==> config.mk <==
export PLATFORM = sky130hd
export DESIGN_NAME = ace_master_port
export DESIGN_NICKNAME = d
export VERILOG_FILES = /design/src/rtl/ace_master_port.sv
export SDC_FILE = /design/constraint.sdc
export NUM_CORES = 1
export LEC_CHECK = 0
export ABC_CLOCK_PERIOD_IN_PS = 11700
export CORE_AREA = 2 2 250 252
export DETAILED_ROUTE_END_ITERATION = 8
export DIE_AREA = 0 0 252 254
export GPL_TIMING_DRIVEN = 1
export SLEW_MARGIN = 20
export SYNTH_ARGS = -nofsm -noshare
export SYNTH_HDL_FRONTEND = slang
export SYNTH_SLANG_ARGS = --single-unit
==> constraint.sdc <==
create_clock -name clk -period 11.7 [get_ports clk]
set_input_delay 2.34 -clock clk [delete_from_list [all_inputs] [get_ports clk]]
set_output_delay 2.34 -clock clk [all_outputs]
set_load 0.03 [all_outputs]
==> src/rtl/ace_master_port.sv <==
// ace_master_port
// Executes one coherent cache request at a time as a single-beat ACE
// transaction:
//   - line fills use AR/R (ReadShared or ReadUnique);
//   - upgrades use AR/R (CleanUnique);
//   - write-backs use AW/W/B (WriteBack).
//
// Port summary
//   clk, rst                       clock, asynchronous active-high reset
//   read_req/write_req/invalid_req request from the cache controller, held
//                                  until ace_ready
//   req_unique, req_addr, wb_data  request qualifiers, latched on acceptance
//   ace_ready                      one-cycle completion pulse
//   rd_data                        fill data, updated only by completed fills
//   rd_shared, rd_dirty            captured RRESP[3] / RRESP[2]
//   resp_err                       captured error from RRESP[1:0] or BRESP
//   ar*/r*/aw*/w*/b*, rack, wack   ACE master channels
module ace_master_port #(
  parameter int ADDR_WIDTH = 32,
  parameter int LINE_WIDTH = 128
) (
  input  logic                  clk,
  input  logic                  rst,
  input  logic                  read_req,
  input  logic                  write_req,
  input  logic                  invalid_req,
  input  logic                  req_unique,
  input  logic [ADDR_WIDTH-1:0] req_addr,
  input  logic [LINE_WIDTH-1:0] wb_data,
  output logic                  ace_ready,
  output logic [LINE_WIDTH-1:0] rd_data,
  output logic                  rd_shared,
  output logic                  rd_dirty,
  output logic                  resp_err,
  output logic                  arvalid,
  input  logic                  arready,
  output logic [ADDR_WIDTH-1:0] araddr,
  output logic [3:0]            arsnoop,
  input  logic                  rvalid,
  output logic                  rready,
  input  logic [LINE_WIDTH-1:0] rdata,
  input  logic [3:0]            rresp,
  output logic                  rack,
  output logic                  awvalid,
  input  logic                  awready,
  output logic [ADDR_WIDTH-1:0] awaddr,
  output logic [2:0]            awsnoop,
  output logic                  wvalid,
  input  logic                  wready,
  output logic [LINE_WIDTH-1:0] wdata,
  input  logic                  bvalid,
  output logic                  bready,
  input  logic [1:0]            bresp,
  output logic                  wack
);

  typedef enum logic [2:0] {
    IDLE      = 3'd0,
    AR_SEND   = 3'd1,
    R_WAIT    = 3'd2,
    R_ACK     = 3'd3,
    AW_W_SEND = 3'd4,
    B_WAIT    = 3'd5,
    W_ACK     = 3'd6
  } state_t;

  localparam logic [3:0] SNOOP_READ_SHARED  = 4'b0001;
  localparam logic [3:0] SNOOP_READ_UNIQUE  = 4'b0111;
  localparam logic [3:0] SNOOP_CLEAN_UNIQUE = 4'b1011;
  localparam logic [2:0] SNOOP_WRITE_BACK   = 3'b011;

  state_t                r_state;
  state_t                w_state_next;
  logic                  w_aw_fin;
  logic                  w_w_fin;

  logic                  r_ace_ready;
  logic [LINE_WIDTH-1:0] r_rd_data;
  logic                  r_rd_shared;
  logic                  r_rd_dirty;
  logic                  r_resp_err;
  logic                  r_arvalid;
  logic [ADDR_WIDTH-1:0] r_araddr;
  logic [3:0]            r_arsnoop;
  logic                  r_rready;
  logic                  r_rack;
  logic                  r_awvalid;
  logic [ADDR_WIDTH-1:0] r_awaddr;
  logic [2:0]            r_awsnoop;
  logic                  r_wvalid;
  logic [LINE_WIDTH-1:0] r_wdata;
  logic                  r_bready;
  logic                  r_wack;
  // Set for line fills; CleanUnique must not overwrite rd_data.
  logic                  r_fill;

  // Each write channel is finished once its VALID has already dropped or
  // it completes its handshake this cycle.
  assign w_aw_fin = !r_awvalid || awready;
  assign w_w_fin  = !r_wvalid  || wready;

  // State register.
  always_ff @(posedge clk or posedge rst) begin
    if (rst) begin
      r_state <= IDLE;
    end else begin
      r_state <= w_state_next;
    end
  end

  // Next-state logic. write_req takes priority so the victim write-back
  // goes out ahead of the refill.
  always_comb begin
    w_state_next = r_state;
    case (r_state)
      IDLE: begin
        if (write_req) begin
          w_state_next = AW_W_SEND;
        end else if (read_req || invalid_req) begin
          w_state_next = AR_SEND;
        end else begin
          w_state_next = IDLE;
        end
      end
      AR_SEND: begin
        if (arready) w_state_next = R_WAIT;
        else         w_state_next = AR_SEND;
      end
      R_WAIT: begin
        if (rvalid) w_state_next = R_ACK;
        else        w_state_next = R_WAIT;
      end
      R_ACK: w_state_next = IDLE;
      AW_W_SEND: begin
        if (w_aw_fin && w_w_fin) w_state_next = B_WAIT;
        else                     w_state_next = AW_W_SEND;
      end
      B_WAIT: begin
        if (bvalid) w_state_next = W_ACK;
        else        w_state_next = B_WAIT;
      end
      W_ACK:   w_state_next = IDLE;
      default: w_state_next = IDLE;
    endcase
  end

  // Registered channel controls, latched request fields and captured responses.
  always_ff @(posedge clk or posedge rst) begin
    if (rst) begin
      r_ace_ready <= 1'b0;
      r_rd_data   <= '0;
      r_rd_shared <= 1'b0;
      r_rd_dirty  <= 1'b0;
      r_resp_err  <= 1'b0;
      r_arvalid   <= 1'b0;
      r_araddr    <= '0;
      r_arsnoop   <= 4'b0000;
      r_rready    <= 1'b0;
      r_rack      <= 1'b0;
      r_awvalid   <= 1'b0;
      r_awaddr    <= '0;
      r_awsnoop   <= 3'b000;
      r_wvalid    <= 1'b0;
      r_wdata     <= '0;
      r_bready    <= 1'b0;
      r_wack      <= 1'b0;
      r_fill      <= 1'b0;
    end else begin
      // Completion strobes are single-cycle pulses.
      r_ace_ready <= 1'b0;
      r_rack      <= 1'b0;
      r_wack      <= 1'b0;
      case (r_state)
        IDLE: begin
          if (write_req) begin
            r_awvalid <= 1'b1;
            r_wvalid  <= 1'b1;
            r_awaddr  <= req_addr;
            r_wdata   <= wb_data;
            r_awsnoop <= SNOOP_WRITE_BACK;
          end else if (read_req) begin
            r_arvalid <= 1'b1;
            r_araddr  <= req_addr;
            r_arsnoop <= req_unique ? SNOOP_READ_UNIQUE : SNOOP_READ_SHARED;
            r_fill    <= 1'b1;
          end else if (invalid_req) begin
            r_arvalid <= 1'b1;
            r_araddr  <= req_addr;
            r_arsnoop <= SNOOP_CLEAN_UNIQUE;
            r_fill    <= 1'b0;
          end else begin
            r_fill <= r_fill;
          end
        end
        AR_SEND: begin
          if (arready) begin
            r_arvalid <= 1'b0;
            r_rready  <= 1'b1;
          end
        end
        R_WAIT: begin
          if (rvalid) begin
            r_rready    <= 1'b0;
            r_rd_shared <= rresp[3];
            r_rd_dirty  <= rresp[2];
            r_resp_err  <= |rresp[1:0];
            if (r_fill) r_rd_data <= rdata;
            r_rack      <= 1'b1;
            r_ace_ready <= 1'b1;
          end
        end
        AW_W_SEND: begin
          if (awready) r_awvalid <= 1'b0;
          if (wready)  r_wvalid  <= 1'b0;
          if (w_aw_fin && w_w_fin) r_bready <= 1'b1;
        end
        B_WAIT: begin
          if (bvalid) begin
            r_bready    <= 1'b0;
            r_resp_err  <= |bresp;
            r_wack      <= 1'b1;
            r_ace_ready <= 1'b1;
          end
        end
        default: begin
          r_fill <= r_fill;
        end
      endcase
    end
  end

  assign ace_ready = r_ace_ready;
  assign rd_data   = r_rd_data;
  assign rd_shared = r_rd_shared;
  assign rd_dirty  = r_rd_dirty;
  assign resp_err  = r_resp_err;
  assign arvalid   = r_arvalid;
  assign araddr    = r_araddr;
  assign arsnoop   = r_arsnoop;
  assign rready    = r_rready;
  assign rack      = r_rack;
  assign awvalid   = r_awvalid;
  assign awaddr    = r_awaddr;
  assign awsnoop   = r_awsnoop;
  assign wvalid    = r_wvalid;
  assign wdata     = r_wdata;
  assign bready    = r_bready;
  assign wack      = r_wack;

endmodule

**Yosys cells after proc, flatten, opt, wreduce, memory -nomap -nowiden**

Cells that the tools add are included.

- Reduce and logical (&&, ||, !) cells: 25
- Multipliers: 0
- Order comparisons: 0
- $add $sub $neg: 0
- Shift operators: 0
- Bitwise gates (word level): 1
- Equal/unequal tests: 13
- Muxes and demuxes: 38
- Div/mod/pow operators: 0

Operator list:

| cell | count |
|---|---|
| two-way mux 32 bit | 2 |
| two-way mux 1 bit | 22 |
| AND reduction 3 bit | 7 |
| != test 2 bit, second input constant | 8 |
| case mux 3 bit (5 select lines) | 1 |
| case mux 1 bit (2 select lines) | 7 |
| nonzero test 2 bit | 6 |
| two-way mux 4 bit | 2 |
| == test 3 bit, second input constant | 2 |
| two-way mux 3 bit | 2 |
| two-way mux 2 bit | 2 |
| AND reduction 2 bit | 2 |
| AND reduction 4 bit | 1 |
| OR reduction 2 bit | 2 |
| == test 3 x 1 -> 1 bit, second input constant | 1 |
| == test 3 x 2 -> 1 bit, second input constant | 1 |
| logical NOT 3 bit | 1 |
| logical OR 1 bit | 3 |
| != test 3 bit, second input constant | 1 |
| logical NOT 1 bit | 2 |
| logical AND 1 bit | 1 |
| NOT 1 bit | 1 |

- Memories: 0
- Input port bits: 305
- Logic and storage cells: 96
- Bits in registers: 340
- Memory bits (read-only): 0
- Output and inout bits: 338
- Memory bits (writable): 0
- Bits in latches: 0

**Depth between registers and ports, before layout**

Gate-level depths: netlist of the first run.

- Depth after elaboration: 5
- Depth in mapped cells: 7
- Gate-level depth less buffers: 3

**Least setup slack after synthesis of the first run**

OpenSTA, ideal clock, no wires.

- Path kind: in2reg
- Start: input write_req
- End: register r_araddr[0] (netlist: araddr[0])
- Buffers on the path: 2
- Setup time: 0.125 ns
- Stages on the path: 5
- Arrival time: 3.420 ns
- Path slack: 8.155 ns
- Data required time: 11.575 ns
- Cell sequence: o21bai_1 -> nor4_2 -> buf_2 -> buf_4 -> mux2_2

- Word-level cells in the longest chain between the ends: 2

Ends and longest elaborated chain:

| element | line | text |
|---|---|---|
| from (decl) | 25 | `input logic write_req,` |
| NOT 1 bit (no source line) | - |  |
| AND reduction 3 bit (no source line) | - |  |
| to (signal assigned) | 183 | `r_araddr <= req_addr;` |
| to (signal assigned) | 188 | `r_araddr <= req_addr;` |
| to (decl) | 83 | `logic [ADDR_WIDTH-1:0] r_araddr;` |

Every way passes these cells.
A chain may end at the register's enable or synchronous reset.

**Final worst setup path of the first run**

- Start: input write_req
- End: register r_wdata[89] (netlist: wdata[89])

- Word-level cells in the longest chain between the ends: 1

Ends and longest elaborated chain:

| element | line | text |
|---|---|---|
| AND reduction 2 bit (no source line) | - |  |
| to (signal assigned) | 179 | `r_wdata <= wb_data;` |
| to (decl) | 91 | `logic [LINE_WIDTH-1:0] r_wdata;` |

Every way passes these cells.

==> results by group, run 1 <==
Route
  – Post-DR wirelength/cell: 18.0 µm
  – Via/cell ratio: 3.98
  – Initial DRC Count: 276
  – # DRC: 0
  – Routed WL: 40100 µm
  – First drt pass iteration count: 4
  – Residual antenna-violating net count after detailed routing: 0
  – Vias: 8849

Synthesis
  – Most numerous cell in the Yosys netlist: dfrtp_1
  – Post-synthesis async set-or-reset flop share: 100%
  – Sequential fraction of the synthesis area: 64.6%
  – Number of synthesized flops with an enable pin: 0
  – Yosys reg bits: 340
  – Yosys cell types: 30
  – Yosys warns: 0
  – Synth Flop Type: dfrtp_1
  – Synth top area cells: dfrtp_1, mux2_2, mux2_4
  – Leading cell types by count after synthesis: dfrtp_1, mux2_2, mux2_4, mux2_1, buf_6
  – Syn_nets: 1063
  – Synthesized instance count: 758
  – Share of the synthesized area in the top cell type: 64.6%
  – Post-synth top area cell: dfrtp_1
  – Post-Syn Area: 13200 µm²
  – Syn_area_per_cell: 17.4 µm²

Clock tree
  – CTS resizes: 0
  – Clock Pin Slew Worst Setup and Hold Paths: 50 ps
  – Post-CTS Hold Buffers: 0
  – Post-CTS setup buffer count: 0
  – Longest Clk Path Bufs: 3
  – TritonCTS clock tree: done
  – Clock Sinks: 340
  – Clk root buf: clkbuf_16
  – CTS H-Tree Depth: 2
  – Clk Latency, worst-skew pair: 540 ps
  – Cts bufs inserted: 41

Setup path
  – Critical Path Start Type: input port
  – Worst reg2reg startpoint: r_state[2]
  – CP required: 12120 ps
  – Critical Path End Type: flip-flop
  – Crit path max fanout: 70
  – WP data arrival: 4890 ps
  – Setup crit start: write_req
  – Crit path kind: in -> reg
  – CP max stage delay: 790 ps
  – Worst-path cell chain: clkdlybuf4s50_1 -> nor4b_4 -> buf_4 -> mux2_2
  – Slowest cell on the critical path: buf_4

Power and ir drop
  – Switch share: 39.1%
  – P_int: 4.14 mW
  – VDD IR max: 151 µV
  – Leakage power: 9.34 nW
  – Net Sw Power: 2.66 mW
  – Pwr Density: 314 nW/µm²
  – Comb pwr share: 51.0%
  – Sequential share of power: 31.0%
  – Pwr Total: 6.80 mW
  – Clk pwr share: 18.0%

Worst hold path
  – Hold Startpoint: arsnoop[0]
  – Worst hold path type: reg -> reg

Timing
  – Final setup viols: 0
  – Worst slew pin tran: 1040 ps
  – RSZ-0062 raised after global routing: no
  – Period utilization: 38.2%
  – Final Hold Viols: 0
  – Fmax: 224 MHz
  – Setup TNS: 0 ps
  – Slew Viols, Final: 0
  – Slew HR: 30.8%
  – Min Tclk post-route: 4470 ps
  – Clock skew: 11.6 ps

Final layout
  – Layout area overhead: 64.3%
  – Net count reported at finish: 1714
  – Layout cells sized above 1: 24.0%
  – Fillers: 5939
  – Final Core Density: 35.3%
  – Cell area after layout: 21700 µm²

Global route
  – Number of global-route vias before repair: 9754
  – Met2 usage: 21.7%
  – GR Overflow Total: 0
  – GRT busiest layer: met2
  – Initial antenna violation count: 2
  – Pin count of the biggest net entering global routing: 162
  – Global-route wire length before repair: 59300 µm
  – GR Layer Usage met3: 3.72%
  – Tot GR Track Use: 12.0%
  – M1 GR Usage: 13.0%

Place
  – Post-DP HPWL: 29800 µm
  – Port buffer count: 641
  – Routability Congestion: 0.780
  – Cell Area, Placed: 20400 µm²

Floorplanning
  – Ports: 643
  – DIE HEIGHT: 254 µm
  – Die X: 252 µm
  – Starting density of the core: 21.5%
  – Row cnt: 91
  – Core ar.: 61300 µm²
  – Die area: 64000 µm²

Run
  – Max_cap viols: 0

Run status
  – Status: complete, no violations
==> per-stage QoR <==
stage	instances	worst slack [ps]	hold slack, ps
final	2226	7230	464
after CTS	2225	6770	470
after global placement	2156	6230	456
after global routing	2226	7120	497
after detailed placement	2156	6170	456
after floorplan	758	4810	501
==> worst paths after layout <==
check / to / slack, ps / cells after the start
max in group asynchronous: wvalid / 7750 / 4
min reg2reg: arsnoop[0] / 460 / 1
min: arsnoop[0] / 460 / 1
max: wdata[89] / 7230 / 4
max reg2reg: rd_data[75] / 8840 / 4
min in group asynchronous: rd_data[58] / 2120 / 2
==> kinds of logic (layout without fill, tap and decap cells) <==
logic type	count (synthesis)	in the layout	share of synthesized area [%]
buffers and inverters	48	725	2.73
AO/OA/AOI/OAI	14	14	0.655
flip-flops	340	340	64.6
AND/OR/NAND/NOR	29	29	1.32
other	1	2	0.0285
multiplexers	326	326	30.7
==> layout make-up <==
class                           instances  area (µm²)  share of cell area [%]
Antenna cell                            1        2.50                  0.0116
Sequential cell                       340        8510                    39.3
Timing Repair Buffer                  650        6500                    30.0
Inverter                                6        26.3                   0.121
Tap cell                              790         988                    4.57
Clock buffer                           61        1200                    5.55
Clock inverter                          8        76.3                   0.352
Multi-Input combinational cell        370        4350                    20.1
==> layer usage <==
| metal | vias to the layer above | routed length (µm) |
|---|---|---|
| li1 | 3955 | - |
| met1 | 4458 | 14700 |
| met2 | 363 | 21100 |
| met3 | 71 | 3090 |
| met4 | 2 | 1180 |
| met5 | - | 11 |
==> layout by cell type, fill, tap and decap left out, types with 2 or more instances in the layout <==
master	count
o21ai_0	4
mux2_1	54
clkinv_4	2
nor2_1	4
clkbuf_1	10
mux2i_1	2
nand2b_1	4
clkinv_2	4
mux2_2	169
nor2b_1	2
buf_4	7
nand4b_1	2
a21oi_1	5
or2_2	2
mux2_4	101
clkdlybuf4s50_1	641
clkbuf_8	10
clkbuf_16	41
inv_1	5
o2bb2ai_1	2
dfrtp_1	340
nand2_1	8
==> power by group through the flow <==
stage               clock [mW]  combinational, mW  sequential, mW
floorplan                    0              0.804            3.25
global placement             0               3.48            2.11
detailed placement           0               3.50            2.13
CTS                       1.27               3.51            2.12
global route              1.32               3.62            2.19
finish                    1.22               3.47            2.11
==> registers in the layout, summed over array words and instances (netlist names), 3 cells and up <==
register	cells
rd_data	128
arsnoop	4
r_state	3
araddr	32
wdata	128
awaddr	32
==> critical path, delay by kind of cell <==
family / cells / cell delay (ps)
buffers and inverters: 2 / 1360
muxes: 1 / 420
and+or+nand+nor: 1 / 650
(Power assumes the default switching activity.)
==> run 2, diff against run 1 <==
- ABC_CLOCK_PERIOD_IN_PS: 11700 -> 3810
- clock period: 11.7 -> 3.81 ns (I/O delays scaled with it)
==> run 2 against run 1 <==
Worst hold slack gained 10 ps. Critical endpoint is now awsnoop[0]. Via count grew 0.29%. Sequential share of layout area shrank 0.50 points. Cell count grew 0.76%. Count of clock-buffer cells in the layout shrank 3. Die area is the same. Total power grew to 3.1 times the previous value.
==> results by group, run 2 (synthesis gave the netlist of run 1 again) <==
Run status
  – Status: complete, no violations

Route
  – # DRC: 0
  – Routed WL: 40600 µm
  – Initial DRC Count: 273
  – First drt pass iteration count: 4
  – Vias: 8875
  – Via/cell ratio: 3.96
  – Residual antenna-violating net count after detailed routing: 0
  – Post-DR wirelength/cell: 18.1 µm

Power and ir drop
  – Pwr Density: 962 nW/µm²
  – VDD IR max: 575 µV
  – Pwr Total: 21.1 mW
  – Leakage power: 9.49 nW

Place
  – Setup WS pre-CTS: 882 ps
  – Port buffer count: 641
  – Routability Congestion: 0.758
  – Post-DP HPWL: 30900 µm

Setup path
  – Crit path max fanout: 3
  – Slowest cell on the critical path: clkdlybuf4s50_1
  – Crit path kind: reg -> out
  – Critical Path Start Type: flip-flop
  – WP data arrival: 1690 ps
  – CP required: 3050 ps
  – Worst path buffer plus inverter count: 1
  – Worst-path cell chain: clkdlybuf4s50_1
  – Top cell family by delay on the critical path: buffers and inverters
  – CP max stage delay: 710 ps
  – Critical Path End Type: output port

Clock tree
  – Longest Clk Path Bufs: 3
  – Clk root buf: clkbuf_16
  – Clock Sinks: 340
  – CTS resizes: 0
  – Clk Latency, worst-skew pair: 540 ps
  – Post-CTS setup buffer count: 0
  – Cts bufs inserted: 40
  – Post-CTS Hold Buffers: 0
  – CTS H-Tree Depth: 2
  – Clock Pin Slew Worst Setup and Hold Paths: 60 ps
  – TritonCTS clock tree: done

Timing
  – Fmax: 407 MHz
  – Worst slew pin tran: 940 ps
  – Clock skew: 13.3 ps
  – Fin worst setup slack: 1350 ps
  – Min Tclk post-route: 2460 ps
  – Final setup viols: 0
  – Period utilization: 64.5%
  – Slew Viols, Final: 0
  – Final Hold Viols: 0
  – Setup TNS: 0 ps
  – RSZ-0062 raised after global routing: no
  – Slew HR: 37.2%

Floorplanning
  – Core ar.: 61300 µm²
  – Die X: 252 µm
  – Starting density of the core: 21.5%
  – Row cnt: 91
  – DIE HEIGHT: 254 µm
  – Ports: 643
  – Die area: 64000 µm²

Final layout
  – Fillers: 5918
  – Layout area overhead: 66.4%
  – Most frequent cells in the layout: clkdlybuf4s50_1, dfrtp_1, mux2_2, mux2_4, mux2_1
  – Diode count: 0
  – Net count reported at finish: 1728
  – Layout cells sized above 1: 25.3%
  – Most common cell after layout, fill and taps aside: clkdlybuf4s50_1

Global route
  – Pin count of the biggest net entering global routing: 92
  – Global-route wire length before repair: 60300 µm
  – GR Overflow Total: 0
  – Initial antenna violation count: 1
  – Tot GR Track Use: 12.2%
  – Number of global-route vias before repair: 9922

Run
  – Max_cap viols: 0

Worst hold path
  – Worst hold path type: reg -> reg
==> run 2: cell count changes in the layout (fill, tap and decap cells not counted), sizes merged <==
| cell | change |
|---|---|
| diode | -1 |
| buf | +15 |
| clkinvlp | +1 |
| clkinv | +3 |
| clkbuf | -3 |
| bufinv | +2 |
==> run 2: final timing paths <==
path | startpoint | end | slack, ps | depth (start not counted)
max | awsnoop[0] | awsnoop[0] | 1350 | 1
max in group asynchronous | rst | rd_data[126] | 2260 | 3
max reg2reg | r_state[2] | rd_data[118] | 1470 | 4
min reg2reg | arsnoop[0] | arsnoop[0] | 470 | 1
min in group asynchronous | rst | rd_data[9] | 790 | 2
min | arsnoop[0] | arsnoop[0] | 470 | 1
==> run 2: power by group <==
group          leakage, nW  internal, mW  total (mW)  switching, mW
sequential            4.19          5.44        6.51           1.07
combinational         4.62          5.07        10.7           5.60
clock                0.680          2.40        3.93           1.53
total                 9.49          12.9        21.1           8.19
==> run 2: cell type report <==
class	instances	area [µm²]	area share (%)
flip-flops and latches	340	8510	38.8
repair buffers	665	6710	30.6
multi-input cells	370	4340	19.8
clock buffers	58	1210	5.52
well taps	790	988	4.51
clock inverters	14	151	0.690
inverters	6	26.3	0.120
==> run 2: metal layers <==
metal	up-vias	global-route usage (%)	wire [µm]
li1	3992	-	-
met1	4434	13.4	14900
met2	366	21.7	21300
met3	81	3.78	3070
met4	2	5.12	1400
met5	-	0	13
==> run 2: per-stage QoR <==
stage	area, µm²	utilization (%)	cells	hold WS [ps]
4_1_cts	21900	35.8	2243	479
3_5_place_dp	20600	33.6	2171	465
3_3_place_gp	20600	33.6	2171	454
2_1_floorplan	13200	-	758	501
5_1_grt	21900	35.8	2243	497
6_report	21900	35.8	2243	475
==> run 3, diff against run 2 <==
- ABC_CLOCK_PERIOD_IN_PS: 3810 -> 2000
- clock period: 3.81 -> 2 ns (I/O delays scaled with it)
==> run 3 against run 2 <==
Cell count is 1.2% higher. Routed wire length is 1.4% higher. Via count is 1.6% higher. Critical path type unchanged.
==> results by group, run 3 (synthesis gave the netlist of run 1 again) <==
Run status
  – Status: complete, no violations

Floorplanning
  – Ports: 643
  – Core ar.: 61300 µm²
  – Row cnt: 91
  – Die X: 252 µm
  – DIE HEIGHT: 254 µm
  – Die area: 64000 µm²
  – Starting density of the core: 21.5%

Worst hold path
  – Worst hold path type: in -> async

Clock tree
  – Clk Latency, worst-skew pair: 540 ps
  – Clock Pin Slew Worst Setup and Hold Paths: 60 ps
  – Post-CTS setup buffer count: 0
  – Post-CTS Hold Buffers: 0
  – Clock Sinks: 340
  – Clk root buf: clkbuf_16
  – CTS H-Tree Depth: 2
  – Longest Clk Path Bufs: 3
  – CTS resizes: 284
  – TritonCTS clock tree: done
  – Cts bufs inserted: 39

Timing
  – Fmax: 514 MHz
  – Clock skew: 13.5 ps
  – Min Tclk post-route: 1950 ps
  – Period utilization: 97.4%
  – Setup TNS: 0 ps
  – Slew Viols, Final: 0
  – Hold_ws: 284 ps
  – Fin worst setup slack: 52.8 ps
  – Final Hold Viols: 0
  – Final setup viols: 0

Power and ir drop
  – Leakage power: 10.8 nW
  – Pwr Total: 37.9 mW
  – Pwr Density: 1730 nW/µm²
  – VDD IR max: 735 µV

Final layout
  – Net count reported at finish: 1757
  – Layout cells sized above 1: 26.4%
  – Most frequent cells in the layout: dfrtp_1, clkdlybuf4s50_1, dlygate4sd2_1, mux2_2, mux2_4
  – FF/Latch Area: 8510 µm²
  – Diode count: 0
  – Multi-input gate area: 4340 µm²
  – Most common cell after layout, fill and taps aside: dfrtp_1
  – Layout area overhead: 66.1%
  – Fillers: 6017
  – Final Core Density: 35.7%

Route
  – Via/cell ratio: 3.97
  – # DRC: 0
  – Initial DRC Count: 233
  – Routed WL: 41200 µm
  – Residual antenna-violating net count after detailed routing: 0
  – First drt pass iteration count: 4
  – Vias: 9018
  – Post-DR wirelength/cell: 18.1 µm

Global route
  – Global-route wire length before repair: 61500 µm
  – Initial antenna violation count: 1
  – Number of global-route vias before repair: 10000
  – Pin count of the biggest net entering global routing: 48
  – Tot GR Track Use: 12.4%
  – GR Overflow Total: 0

Setup path
  – CP required: 1600 ps
  – Slowest cell on the critical path: clkdlybuf4s50_1
  – CP max stage delay: 670 ps
  – Worst-path cell chain: clkdlybuf4s50_1
  – Top cell family by delay on the critical path: buffers and inverters
  – Worst path buffer plus inverter count: 1
  – WP data arrival: 1550 ps
  – Crit path kind: reg -> out
  – Critical Path Start Type: flip-flop
  – Register-to-Register Path Depth: 4
  – Critical Path End Type: output port
  – WP depth: 1
  – Crit path max fanout: 2

Place
  – Routability Congestion: 0.794
  – Setup WS pre-CTS: -394 ps
  – Post-DP HPWL: 31800 µm
  – Port buffer count: 641

Run
  – Max_cap viols: 0
[run 3: changes by cell type in the layout (fill, tap and decap cells not counted), sizes merged]
cell / before / now
buf: 24 / 54
clkdlybuf4s50: 641 / 314
clkinv: 9 / 5
clkbuf: 58 / 60
inv: 6 / 5
dlygate4sd2: 0 / 284
bufinv: 3 / 2
dlymetal6s2s: 0 / 43
[run 3: report_power, final]
group | internal, mW | switching (mW)
sequential | 10.4 | 1.85
combinational | 7.69 | 10.8
clock | 4.39 | 2.82
[run 3: area by class of cell]
cell class | instances | area share, %
flip-flops and latches | 340 | 38.9
repair buffers | 695 | 30.7
multi-input cells | 370 | 19.8
clock buffers | 60 | 5.52
well taps | 790 | 4.52
clock inverters | 8 | 0.423
inverters | 6 | 0.120
[run 3: routing by layer]
layer | wire length (µm) | vias up | GRT usage (%)
li1 | - | 4052 | -
met1 | 15000 | 4531 | 13.6
met2 | 21700 | 366 | 22.5
met3 | 3190 | 67 | 3.82
met4 | 1210 | 2 | 4.48
met5 | 12 | - | 0
[run 3: worst paths after layout]
check | from | endpoint | slack, ps
min in group clk | req_unique | arsnoop[2] | 450
min | rst | wdata[95] | 280
max | wdata[25] | wdata[25] | 50
max reg2reg | r_state[2] | wdata[110] | 130
min reg2reg | arsnoop[0] | arsnoop[0] | 460
max in group asynchronous | rst | rd_data[89] | 1090
[run 3: worst register-to-register path, stage by stage, from the launching register on]
cell     delay (ps)
dfrtp_1         430
nor4b_2         390
buf_4           300
buf_4           260
mux2_1          350
[run 3: metrics by stage]
step	cell area, µm²	std cells
floorplan	13200	758
global placement	20800	2201
detailed placement	20800	2201
CTS	21800	2269
global route	21900	2269
finish	21900	2269
